==> src/rtl/pingpong_drain.sv <==
// rtl/pingpong_drain.sv - two-bank ping-pong buffer: fill one bank while the other drains
module pingpong_drain #(
  parameter int WIDTH = 8,
  parameter int DEPTH = 4
) (
  input  logic             clk,
  input  logic             reset_n,
  input  logic             wr_valid,
  input  logic [WIDTH-1:0] wr_data,
  output logic             wr_ready,
  output logic             rd_valid,
  output logic [WIDTH-1:0] rd_data,
  input  logic             rd_ready,
  output logic             rd_last,
  output logic [1:0]       bank_full
);

  localparam int IW = $clog2(DEPTH);
  localparam logic [IW-1:0] LAST_IDX = IW'(DEPTH - 1);

  logic [WIDTH-1:0] mem [2][DEPTH];
  logic [1:0]       full;
  logic             wb;
  logic             rb;
  logic [IW-1:0]    wi;
  logic [IW-1:0]    ri;

  logic wr_fire;
  logic rd_fire;
  logic wr_last;

  // Outputs decode registered state only; a release never bypasses into wr_ready.
  assign wr_ready  = !full[wb];
  assign rd_valid  = full[rb];
  assign rd_data   = mem[rb][ri];
  assign rd_last   = rd_valid && (ri == LAST_IDX);
  assign bank_full = full;

  assign wr_fire = wr_valid && wr_ready;
  assign rd_fire = rd_valid && rd_ready;
  assign wr_last = (wi == LAST_IDX);

  always_ff @(posedge clk or negedge reset_n) begin
    if (!reset_n) begin
      full <= 2'b00;
      wb   <= 1'b0;
      wi   <= '0;
      rb   <= 1'b0;
      ri   <= '0;
      for (int b = 0; b < 2; b++) begin
        for (int i = 0; i < DEPTH; i++) begin
          mem[b][i] <= '0;
        end
      end
    end else begin
      // The write bank is never full and the read bank always is, so the
      // two updates below always touch different full bits.
      if (wr_fire) begin
        mem[wb][wi] <= wr_data;
        if (wr_last) begin
          full[wb] <= 1'b1;
          wb       <= ~wb;
          wi       <= '0;
        end else begin
          wi <= wi + 1'b1;
        end
      end
      if (rd_fire) begin
        if (rd_last) begin
          full[rb] <= 1'b0;
          rb       <= ~rb;
          ri       <= '0;
        end else begin
          ri <= ri + 1'b1;
        end
      end
    end
  end

endmodule

==> config.mk <==
export PLATFORM = sky130hd
export DESIGN_NAME = pingpong_drain
export DESIGN_NICKNAME = d
export VERILOG_FILES = /design/src/rtl/pingpong_drain.sv
export SDC_FILE = /design/constraint.sdc
export NUM_CORES = 1
export LEC_CHECK = 0
export CORE_MARGIN = 8
export CORE_UTILIZATION = 52
export CTS_CLUSTER_DIAMETER = 200
export DETAILED_ROUTE_END_ITERATION = 8
export PLACE_DENSITY = 0.82
export SYNTH_ARGS = -nofsm -noshare
export SYNTH_HDL_FRONTEND = slang
export SYNTH_SLANG_ARGS = --single-unit
==> constraint.sdc <==
create_clock -name clk -period 1.5 [get_ports clk]
set_input_delay 0.3 -clock clk [delete_from_list [all_inputs] [get_ports clk]]
set_output_delay 0.3 -clock clk [all_outputs]
set_load 0.1 [all_outputs]
==> impl_metrics.tcl, run 1 <==
set metrics [dict create \
    final_antenna_net_count 0 \
    setup_viol 72 \
    grt_pass1_wl_mm 13.1 \
    dr.pass1.iters 4 \
    slew_violations 0 \
    cts_root_buffer "clkbuf_8" \
    rsz0062_at_grt "true" \
    start_util_pct 53.6 \
    cts_max_path_buffers 2 \
    clock_sinks 72 \
    avgRoutedWirePerCell_um 22.6 \
    crit_chain "buf_4 > buf_12 > mux4_2 > mux2_4 > buf_12" \
    place_hpwl_mm 4.63 \
    htreeDepth 3 \
    rows 29 \
    post-route-period-util_pct 152 \
    slowest_delay_ns 0.51 \
    drive_gt1_share_pct 68.0 \
    grt_max_degree 73 \
    yosysSeqAreaShare_pct 53.0 \
    setup_ws_ns -0.784 \
    clk_pin_slew_ns 0.07 \
    via_per_inst 5.84 \
    synth.area.top_cells "dfrtp_1 (53%), mux2_2 (25%), mux4_1 (10%), mux4_2 (2.0%), ha_1 (1.8%)" \
    tritoncts "built" \
    n_antenna_cell 0 \
    dieWidth_um 96.9 \
    areaGrowthSynthToFinish_pct 42.8 \
    drc 0 \
    max_slew_margin_pct 74.3 \
    worst_pin_slew_ns 0.386 \
    crit_arrival_ns 1.98 \
    hp-class "reg -> reg" \
    cp_max_fo 9 \
    fin_crit_ns 2.28 \
    wl_mm 8.32 \
    cp_common_cell "buf_12" \
    dp_slack_ns -0.377 \
    ys_ff_latch 72 \
    overflow 0 \
    yosysTopAreaCellShare_pct 53.0 \
    violations "setup timing" \
    insertion_delay_ns 0.33 \
    maxCapViolations 0 \
    design_area_mm2 0.00486 \
    gp_congestion 0.727 \
    core_mm2 0.00635 \
    track_usage_pct 17.7 \
    path_class "reg -> out" \
    report.final.hold_viol_count 0 \
    cp-end-kind "primary output" \
    slowest_stage "mux4_2" \
    die_h_um 96.9 \
    antenna_found_initial 0 \
    fmax_mhz 438 \
    run_status "finished with violations" \
    dieArea_mm2 0.00939 \
    cp-start-kind "register" \
    yosysUniqueCellTypes 23 \
    portBuffers 24 \
    netlist_area_mm2 0.00340 \
    synth_fp_nets 227 \
    yosysWarnings 0 \
    synth_area_per_cell_um2 16.2 \
    io_pins 25 \
    worst_ep_required_time_ns 1.20 \
    cts_buffers 9 \
    utilization_pct 76.5 \
    setup_tns_ns -11.77 \
    synth_top_area_cell "dfrtp_1" \
    vias 2150 \
    drt-initial-drc-count 84 \
    netlist_instances 210 \
    grt_pass1_vias 2435 \
    fin_nets 303 \
    fin_skew_ns 0.00432 \
    placed_cell_area_mm2 0.00417 \
]
## layout make-up
cell class,instances,area [um^2]
multi-input cells,128,1800
clock buffers,11,141
well taps,77,96.3
fillers,347,1490
clock inverters,5,104
repair buffers,73,891
inverters,2,12.5
flip-flops and latches,72,1810
## final timing paths
kind                               startpoint                     end  slack [ns]  cells after the start
max                            rb$_DFFE_PN0P_              rd_data[4]       -0.78                      5
min                        mem[9]$_DFFE_PN0P_      mem[9]$_DFFE_PN0P_        0.51                      1
max reg2reg                    rb$_DFFE_PN0P_       ri[0]$_DFFE_PN0P_       -0.32                      7
min reg2reg                mem[9]$_DFFE_PN0P_      mem[9]$_DFFE_PN0P_        0.51                      1
max in group asynchronous             reset_n  bank_full[0]$_DFF_PN0_        0.65                      3
min in group asynchronous             reset_n     mem[14]$_DFFE_PN0P_        0.52                      3
## kinds of logic after synthesis
group                      count (synthesis)  share of synthesized area [%]
AOI/OAI and AO/OA                          4                          0.736
adders and majority gates                  5                           1.84
buffers and inverters                     11                           2.02
DFF                                       72                           53.0
muxes                                     94                           37.8
and+or+nand+nor                           24                           4.63
## state kept, by name (all words and copies together) (netlist names)
register   flops
rb             1
ri             2
wi             2
mem           64
wb             1
bank_full      2
## layout by cell type (no fill, tap or decap), drive strengths merged
cell / synthesis / routed
clkdlybuf4s50: 0 / 10
mux2i: 1 / 1
inv: 2 / 2
bufinv: 0 / 3
nand2: 9 / 9
dfrtp: 72 / 72
clkinv: 0 / 2
mux2: 77 / 77
a31oi: 1 / 1
clkbuf: 0 / 12
ha: 5 / 5
and2: 1 / 1
nand2b: 2 / 2
buf: 9 / 61
nor3: 4 / 4
o21ai: 2 / 2
nand3: 5 / 6
nor2b: 1 / 1
nor2: 2 / 2
mux4: 16 / 16
a41oi: 1 / 1
dlygate4sd3: 0 / 1
## synth_stat cells (all sizes together)
library cell / count
ha: 5
inv: 2
nand3: 5
nand2b: 2
mux2: 77
mux2i: 1
nor2: 2
buf: 9
nor2b: 1
and2: 1
a31oi: 1
a41oi: 1
nand2: 9
nor3: 4
mux4: 16
o21ai: 2
dfrtp: 72
## worst max-delay path, delay by kind of cell (launching register included)
kind | cells | cell delay (ns)
multiplexers | 2 | 0.82
buffers and inverters | 3 | 0.45
flip-flops | 1 | 0.37
## metrics by stage
step / hold slack, ns / std cells
finish: 0.506 / 368
global route: 0.523 / 368
CTS: 0.510 / 363
detailed placement: 0.356 / 333
global placement: 0.355 / 333
floorplan: 0.00441 / 210
## timing repair
| action | 4_1_cts | 5_1_grt |
|---|---|---|
| gates resized for setup | 56 | 16 |
| hold buffers | 1 | 0 |
| hold endpoints to repair | 68 | 0 |
| endpoints found under the setup margin | 48 | 78 |
| gates cloned | 2 | 2 |
| pin swaps | 11 | 4 |
| setup buffers | 11 | 5 |
## layer usage
layer	track usage [%]	vias up	share of wire, %
met3	3.77	18	4.3
met1	21.5	1147	42
met5	0	-	0
met4	6.51	0	2.6
met2	29.9	54	51
li1	-	931	-
Power of run 1 is not shown: default switching activity piles up to over one toggle a cycle in this logic, so the estimate is an artifact.
==> run 2: changes to the inputs <==
Settings changed: CAP_MARGIN from default to 20.
==> results of run 2 <==
The final DEF is identical to that of run 1; final timing and power are the same.
Power of run 2 is left out for the same reason.
